## src/rtl/sdram_line_sequencer.sv

```systemverilog
// Sequences 8-word line fetches and write-backs onto a single-command SDRAM
// controller port, interleaving periodic auto-refresh between requests.
module sdram_line_sequencer #(
  parameter int READ_LATENCY     = 4,
  parameter int ACT_GAP          = 3,
  parameter int WR_RECOVERY      = 4,
  parameter int REFRESH_INTERVAL = 500
) (
  input  logic         clk,
  input  logic         rst,
  input  logic         req_valid,
  input  logic         req_write,
  input  logic [20:0]  req_addr,
  input  logic [255:0] req_wr_data,
  output logic         req_ready,
  output logic         rsp_valid,
  output logic [255:0] rsp_rd_data,
  input  logic         sdrc_init_done,
  input  logic         sdrc_cmd_ack,
  output logic         sdrc_cmd_en,
  output logic [2:0]   sdrc_cmd,
  output logic         sdrc_precharge_ctrl,
  output logic [20:0]  sdrc_addr,
  output logic [3:0]   sdrc_dqm,
  output logic [31:0]  sdrc_wr_data,
  output logic [7:0]   sdrc_data_len,
  input  logic [31:0]  sdrc_rd_data
);

  localparam logic [3:0] S_INIT     = 4'd0;
  localparam logic [3:0] S_IDLE     = 4'd1;
  localparam logic [3:0] S_REF      = 4'd2;
  localparam logic [3:0] S_REF_WAIT = 4'd3;
  localparam logic [3:0] S_ACT      = 4'd4;
  localparam logic [3:0] S_ACT_GAP  = 4'd5;
  localparam logic [3:0] S_WR       = 4'd6;
  localparam logic [3:0] S_WR_WAIT  = 4'd7;
  localparam logic [3:0] S_RD       = 4'd8;
  localparam logic [3:0] S_RD_LAT   = 4'd9;
  localparam logic [3:0] S_RD_CAP   = 4'd10;
  localparam logic [3:0] S_DONE     = 4'd11;

  localparam logic [2:0] CMD_REF   = 3'b001;
  localparam logic [2:0] CMD_ACT   = 3'b011;
  localparam logic [2:0] CMD_WRITE = 3'b100;
  localparam logic [2:0] CMD_READ  = 3'b101;

  localparam int CW = $clog2(REFRESH_INTERVAL + 1);
  localparam logic [CW-1:0] REF_LAST = CW'(REFRESH_INTERVAL - 1);
  // ACT_GAP and WR_RECOVERY are assumed to be at least 1.
  localparam logic [7:0] GAP_LAST = 8'(ACT_GAP - 1);
  localparam logic [7:0] LAT_LAST = 8'(READ_LATENCY - 2);
  localparam logic [7:0] REC_LAST = 8'(WR_RECOVERY - 1);

  logic [3:0]    state, state_n;
  logic [7:0]    step, step_n;
  logic [CW-1:0] ref_cnt, ref_cnt_n;
  logic          ref_pend, ref_pend_n;
  logic          ack_seen, ack_seen_n;
  logic          accept;
  logic          line_write;
  logic [20:0]   line_addr, line_addr_n;
  logic [255:0]  line_wdata;
  logic [255:0]  cap_line;

  always_comb begin
    state_n    = state;
    step_n     = step;
    ref_pend_n = ref_pend;
    ack_seen_n = 1'b0;
    accept     = 1'b0;

    if (state == S_INIT)
      ref_cnt_n = '0;
    else if (ref_cnt == REF_LAST)
      ref_cnt_n = '0;
    else
      ref_cnt_n = ref_cnt + 1'b1;

    case (state)
      S_INIT:     if (sdrc_init_done) state_n = S_REF;
      S_IDLE: begin
        if (ref_pend) begin
          state_n = S_REF;
        end else if (req_valid && req_ready) begin
          accept  = 1'b1;
          state_n = S_ACT;
        end
      end
      S_REF:      state_n = S_REF_WAIT;
      S_REF_WAIT: begin
        if (sdrc_cmd_ack) begin
          state_n    = S_IDLE;
          ref_pend_n = 1'b0;
        end
      end
      S_ACT: begin
        state_n = S_ACT_GAP;
        step_n  = '0;
      end
      S_ACT_GAP: begin
        if (step >= GAP_LAST) begin
          state_n = line_write ? S_WR : S_RD;
          step_n  = '0;
        end else begin
          step_n = step + 1'b1;
        end
      end
      // The write acknowledge may land during the burst, so it is remembered.
      S_WR: begin
        ack_seen_n = ack_seen | sdrc_cmd_ack;
        if (step == 8'd7) begin
          state_n = S_WR_WAIT;
          step_n  = '0;
        end else begin
          step_n = step + 1'b1;
        end
      end
      S_WR_WAIT: begin
        ack_seen_n = ack_seen | sdrc_cmd_ack;
        if (step >= REC_LAST) begin
          if (ack_seen_n) state_n = S_DONE;
        end else begin
          step_n = step + 1'b1;
        end
      end
      S_RD: begin
        state_n = (READ_LATENCY > 1) ? S_RD_LAT : S_RD_CAP;
        step_n  = '0;
      end
      S_RD_LAT: begin
        if (step >= LAT_LAST) begin
          state_n = S_RD_CAP;
          step_n  = '0;
        end else begin
          step_n = step + 1'b1;
        end
      end
      S_RD_CAP: begin
        if (step == 8'd7) state_n = S_DONE;
        else              step_n  = step + 1'b1;
      end
      S_DONE:     state_n = S_IDLE;
      default:    state_n = S_INIT;
    endcase

    if (state != S_INIT && ref_cnt == REF_LAST) ref_pend_n = 1'b1;

    line_addr_n = accept ? (req_addr & ~21'h7) : line_addr;
  end

  // Outputs are registered from the next-state values so they line up with the state they belong to.
  always_ff @(posedge clk) begin
    if (rst) begin
      state               <= S_INIT;
      step                <= '0;
      ref_cnt             <= '0;
      ref_pend            <= 1'b0;
      ack_seen            <= 1'b0;
      line_write          <= 1'b0;
      line_addr           <= '0;
      line_wdata          <= '0;
      cap_line            <= '0;
      req_ready           <= 1'b0;
      rsp_valid           <= 1'b0;
      rsp_rd_data         <= '0;
      sdrc_cmd_en         <= 1'b0;
      sdrc_cmd            <= '0;
      sdrc_addr           <= '0;
      sdrc_wr_data        <= '0;
      sdrc_precharge_ctrl <= 1'b1;
      sdrc_dqm            <= 4'h0;
      sdrc_data_len       <= 8'd7;
    end else begin
      state    <= state_n;
      step     <= step_n;
      ref_cnt  <= ref_cnt_n;
      ref_pend <= ref_pend_n;
      ack_seen <= ack_seen_n;
      line_addr <= line_addr_n;
      if (accept) begin
        line_write <= req_write;
        line_wdata <= req_wr_data;
      end
      if (state == S_RD_CAP)
        cap_line[{step[2:0], 5'b00000} +: 32] <= sdrc_rd_data;
      if (state == S_RD_CAP && step == 8'd7)
        rsp_rd_data <= {sdrc_rd_data, cap_line[223:0]};

      req_ready           <= (state_n == S_IDLE) && !ref_pend_n;
      rsp_valid           <= (state_n == S_DONE);
      sdrc_precharge_ctrl <= 1'b1;
      sdrc_dqm            <= 4'h0;
      sdrc_data_len       <= 8'd7;

      sdrc_cmd_en  <= 1'b0;
      sdrc_cmd     <= '0;
      sdrc_addr    <= '0;
      sdrc_wr_data <= '0;
      case (state_n)
        S_REF: begin
          sdrc_cmd_en <= 1'b1;
          sdrc_cmd    <= CMD_REF;
        end
        S_ACT: begin
          sdrc_cmd_en <= 1'b1;
          sdrc_cmd    <= CMD_ACT;
          sdrc_addr   <= {line_addr_n[20:8], 8'h00};
        end
        S_WR: begin
          sdrc_wr_data <= line_wdata[{step_n[2:0], 5'b00000} +: 32];
          if (step_n == 8'd0) begin
            sdrc_cmd_en <= 1'b1;
            sdrc_cmd    <= CMD_WRITE;
            sdrc_addr   <= line_addr;
          end
        end
        S_RD: begin
          sdrc_cmd_en <= 1'b1;
          sdrc_cmd    <= CMD_READ;
          sdrc_addr   <= line_addr;
        end
        default: ;
      endcase
    end
  end

endmodule

```

## config.mk

```make
export PLATFORM = sky130hd
export DESIGN_NAME = sdram_line_sequencer
export DESIGN_NICKNAME = d
export VERILOG_FILES = /design/src/rtl/sdram_line_sequencer.sv
export SDC_FILE = /design/constraint.sdc
export NUM_CORES = 2
export LEC_CHECK = 0
export ABC_AREA = 1
export CORE_AREA = 2 2 251 253
export CTS_BUF_LIST = sky130_fd_sc_hd__clkbuf_16
export CTS_CLUSTER_SIZE = 10
export DETAILED_ROUTE_END_ITERATION = 6
export DIE_AREA = 0 0 253 255
export HOLD_SLACK_MARGIN = 0.05
export PLACE_DENSITY = 0.79
export SLEW_MARGIN = 25
export SYNTH_ARGS = -nofsm -noshare
export SYNTH_HDL_FRONTEND = slang
export SYNTH_SLANG_ARGS = --single-unit
```

## constraint.sdc

```tcl
create_clock -name clk -period 3.63 [get_ports clk]
set_clock_uncertainty 0.1 [all_clocks]
set_input_delay 0.726 -clock clk [delete_from_list [all_inputs] [get_ports clk]]
set_output_delay 0.726 -clock clk [all_outputs]
set_load 0.005 [all_outputs]
```

Word level (Yosys, flattened, before mapping)

Cells that the tools add are included.
W data, S select, Z words.

Register bits after elaboration: 869
Bits in latches: 0
RAM bits: 0
Memory bits (read-only): 0
Input port bits: 315
Output and inout bits: 328
Logic and storage cells: 93
Memories: 0

Add/subtract/negate cells: 3
Multiply operators: 0
Div/mod/pow operators: 0
$lt $le $gt $ge: 2
Eq/ne operators: 19
Shifts and indexed selects: 3
Mux-type cells: 31
Bitwise logic cells: 3
Reduce and logical (&&, ||, !) cells: 15

Operators by type and width:

| kind                        | count |
|---|---|
| $bwmux W256                 | 1 |
| $shift A32 B10 Y256 const A | 1 |
| $shiftx A256 B9 Y32         | 1 |
| $shiftx A32 B10 Y256        | 1 |
| $pmux W21 S3                | 1 |
| $pmux W4 S12                | 1 |
| $mux W4                     | 11 |
| $mux W21                    | 2 |
| $pmux W8 S5                 | 1 |
| $mux W8                     | 4 |
| $eq A4 B3 Y1 const B        | 6 |
| $eq A4 B4 Y1 const B        | 6 |
| $ge A8 B2 Y1 const B        | 2 |
| $eq A4 B2 Y1 const B        | 3 |
| $pmux W3 S4                 | 1 |
| $neg A8 Y10                 | 1 |
| $reduce_or A2 Y1            | 5 |
| $add A9 B1 Y9 const B       | 1 |
| $eq A9 B9 Y1 const B        | 1 |
| $add A8 B1 Y8 const B       | 1 |
| $eq A4 B1 Y1 const B        | 2 |
| $eq A8 B3 Y1 const B        | 1 |
| $logic_not A8 Y1            | 1 |
| $mux W1                     | 7 |
| 9 further kinds             | 14 |

Logic depth before layout (Yosys ltp)

Depth in word-level cells: 7
Gate-level depth with buffers: 19

Worst setup path before layout

No wires, ideal clock.

Path type: register to register
From: reg step[1]
To: reg sdrc_wr_data[29]
Setup time: 0.113 ns
Data arrival time: 2.345 ns
Path slack: 1.071 ns
Stages on the path, launching flop included: 16
Buffers on the path: 2
Clock period less this slack: 2.559 ns
Path through: dfxtp_1 -> ha_1 -> nand3_1 -> nor2_1 -> inv_1 -> ha_1 -> o31ai_1 -> nand2_1 -> nand3_2 -> buf_6 -> buf_4 -> nand2_1 -> o211ai_1 -> nand2_1 -> o21ai_1 -> nor2_1

Longest elaborated chain between the ends: 6
Elaborated cells on any way between the ends: 19
Those cells by class: add/sub: 1; order compare: 2; eq/ne: 2; shift: 1; mux: 11; bitwise: 1; reduce/logical: 1

Ends and longest elaborated chain:

| what                                                  | RTL line | text |
|---|---|---|
| from (decl)                                           | 56       | `logic [7:0] step, step_n;` |
| from (signal assigned)                                | 176      | `step <= step_n;` |
| branches (longest 6 deep; another with $add A8 B1 Y8) | n/a      |  |
| to (signal assigned)                                  | 211      | `sdrc_wr_data <= line_wdata[{step_n[2:0], 5'b00000} +: 32];` |
| to (decl)                                             | 25       | `output logic [31:0] sdrc_wr_data,` |

Parallel ways; which one is timed is not known.
A chain may end at the register's enable or synchronous reset.

Worst setup path after layout

From: reg step[0]
To: reg sdrc_wr_data[4]

Same word-level chain as after synthesis.

==> impl_metrics.tcl <==
set metrics [dict create \
    worst_slew_margin_rel_pct 28.9 \
    cell_area_after_layout_um2 40300 \
    grt_use_met2_pct 48.7 \
    met3_usage_pct 9.70 \
    synth.distinct_cells 43 \
    drc 0 \
    globalRoute.totalOverflow 0 \
    crit_end_category "register" \
    final_layout_size_suffix_gt1_share_pct 4.16 \
    die_height_um 255 \
    finish.cell_count_without_fillers 5363 \
    worst_setup_hold_path_clk_slew_ps 60 \
    place_area_um2 37800 \
    antenna_found_initial 11 \
    cts_tree "built" \
    drt_wl_total_um 107000 \
    cap_viol_max_count 0 \
    cts-buffers-inserted 94 \
    synth-main-ff-cell "dfxtp_1" \
    clkLatencyLatePin_ps 640 \
    setup_violations 0 \
    final.period_utilization_pct 88.5 \
    synthesis.area_per_instance_um2 7.67 \
    start_kind "register" \
    final-max-slew-violation-count 0 \
    worstPathArrival_ps 3680 \
    chipWidth_um 253 \
    transition_time_at_the_pin_with_the_least_slew_margin_ps 1070 \
    layout-area-overhead-vs-synth_pct 28.9 \
    grt_most_used_layer "met2" \
    number_of_clock_sinks_seen_by_cts 834 \
    critical_path_class "register to register" \
    dp_cells 5239 \
    layout.area.seq_um2 16700 \
    ctsResizeCount 0 \
    netlist_area_um2 31300 \
    number_of_buffers_added_on_ports 623 \
    synth.top_cells.by_area "dfxtp_1, o21ai_0, nor2_1" \
    report.final.hold_viol_count 0 \
    detailed_place_hpwl_um 72000 \
    finish.net_count 4857 \
    antenna_violating_nets_post_route 0 \
    gr-usage-all-layers_pct 31.7 \
    initialDrtViolationCount 3016 \
    power.ir.vdd_worst_mv 0.357 \
    maximum_operating_frequency_ghz 0.311 \
    netlist_instances 4076 \
    vias_per_cell 5.53 \
    worst_ep_required_time_ps 4100 \
    htreeDepth 3 \
    total_leakage_power_nw 15.0 \
    num_io_pins 643 \
    synth_top_area_share_pct 53.4 \
    power_density_nw_per_um2 459 \
    routedWlPerCell_um 20.0 \
    fin_util_pct 64.8 \
    pin_count_of_the_biggest_net_entering_global_routing 219 \
    multi_input_area_um2 12400 \
    grt_util_met1_pct 38.4 \
    first_global_vias 26700 \
    biggest_fanout_along_the_worst_timing_path 18 \
    post-synth-top-area-cell "dfxtp_1" \
    finalWeightedCongestion 0.993 \
    finalHoldWorstSlack_ps 348 \
    worst_hold_path_type "register to register" \
    cell_row_count 92 \
    clock-root-buffer "clkbuf_16" \
    floorplan.core_area_um2 62200 \
    hold_buffers_post_cts 0 \
    vias 29700 \
    ys_ff_latch 834 \
    postCtsSetupBuffers 0 \
    synth_async_reset_ratio_pct 0 \
    clockBufferDepth 3 \
    setup_total_negative_slack_ps 0 \
    firstDrtPassIters 6 \
    finalCriticalPeriod_ps 3210 \
    fillCellCount 5265 \
    grt_pass1_wl_um 157000 \
    ys_seq_area_share_pct 53.4 \
    rsz_0062_raised_after_global_routing "no" \
    fp.dieArea_um2 64500 \
    outcome "finished, final reports clean" \
    initial_utilization_pct 50.3 \
    synth-warning-count 0 \
    synth_enable_flop_cells 0 \
]
critical path, stage by stage (launching register included):
cell and delay [ps]:
dfxtp_1 370, ha_1 240, nand3_1 100, nor2_1 150
inv_1 90, ha_1 270, o31ai_1 70, nand2_1 110
nand3_4 190, inv_1 440, buf_4 340, nand2_1 80
a21oi_1 360, nor2_1 100, nor2_1 120
final timing paths:
check	start	endpoint	slack, ps	cells after the start
worst min register to register	ref_cnt[0]	ref_cnt[0]	350	1
worst min-delay path	ref_cnt[0]	ref_cnt[0]	350	1
worst max register to register	step[0]	sdrc_wr_data[4]	420	14
worst max-delay path	step[0]	sdrc_wr_data[4]	420	14
layout make-up:
type / instances / area share, %
Inverter: 223 / 2.13
Timing Repair Buffer: 673 / 16.8
Tap cell: 799 / 2.48
Clock buffer: 95 / 5.90
Clock inverter: 11 / 0.276
Multi-Input combinational cell: 2710 / 30.9
Antenna cell: 18 / 0.112
Sequential cell: 834 / 41.4
flip-flops by register name, indices dropped and copies added, names as in the netlist:
name          flops
line_wdata      256
rsp_rd_data     256
cap_line        224
sdrc_wr_data     32
line_addr        18
sdrc_addr        18
ref_cnt           9
step              8
state             4
sdrc_cmd          3
ack_seen          1
line_write        1
ref_pend          1
req_ready         1
rsp_valid         1
sdrc_cmd_en       1
report_power, final:
group          leakage (nW)  total (mW)  internal, mW  switching, mW
Sequential             6.72        9.25          9.22         0.0342
Combinational          7.00        1.01         0.452          0.555
Clock                  1.24        8.23          4.67           3.55
per-layer routing:
metal / vias up / part of all wire [%] / wire length (µm)
met5: - / 0.012 / 13
met4: 2 / 6.9 / 7350
met3: 300 / 11 / 11500
met2: 1365 / 44 / 47500
met1: 13700 / 38 / 40800
li1: 14300 / - / -
cells in the final DEF (no fill, tap or decap), types with 7 or more instances in the layout:
cell             count
nor2_1             926
dfxtp_1            834
o21ai_0            750
clkdlybuf4s50_1    622
a21oi_1            401
nand2_1            319
inv_1              215
clkbuf_16           95
o21ai_1             79
nand3_1             57
buf_4               37
o211ai_1            33
a211oi_1            31
nor3_1              21
diode_2             18
conb_1              16
nand4_1             14
buf_12              13
nor2_4               8
inv_2                7
a41oi_1              7
synth_stat cells (all sizes together), types with 22 or more instances:
| library cell | number |
|---|---|
| nor2 | 939 |
| dfxtp | 834 |
| o21ai | 829 |
| a21oi | 401 |
| nand2 | 326 |
| clkbuf | 232 |
| inv | 220 |
| buf | 91 |
| nand3 | 60 |
| o211ai | 33 |
| a211oi | 31 |
| nor3 | 22 |
cells by family after synthesis:
kind of cell	share of synthesized area, %
AOI/OAI and AO/OA	21.7
and+or+nand+nor	17.4
xor gates and xnor gates	0.0280
DFF	53.4
adders and majority gates	0.240
other	0.0240
buffers and inverters	7.22
through the flow:
stage | total power, mW | setup WS [ps]
2_1_floorplan | 9.87 | 1070
3_3_place_gp | 10.4 | 558
3_5_place_dp | 10.4 | 476
4_1_cts | 18.6 | 436
5_1_grt | 19.0 | 203
6_report | 18.5 | 416
No activity file was read; power rests on OpenSTA's default activity.
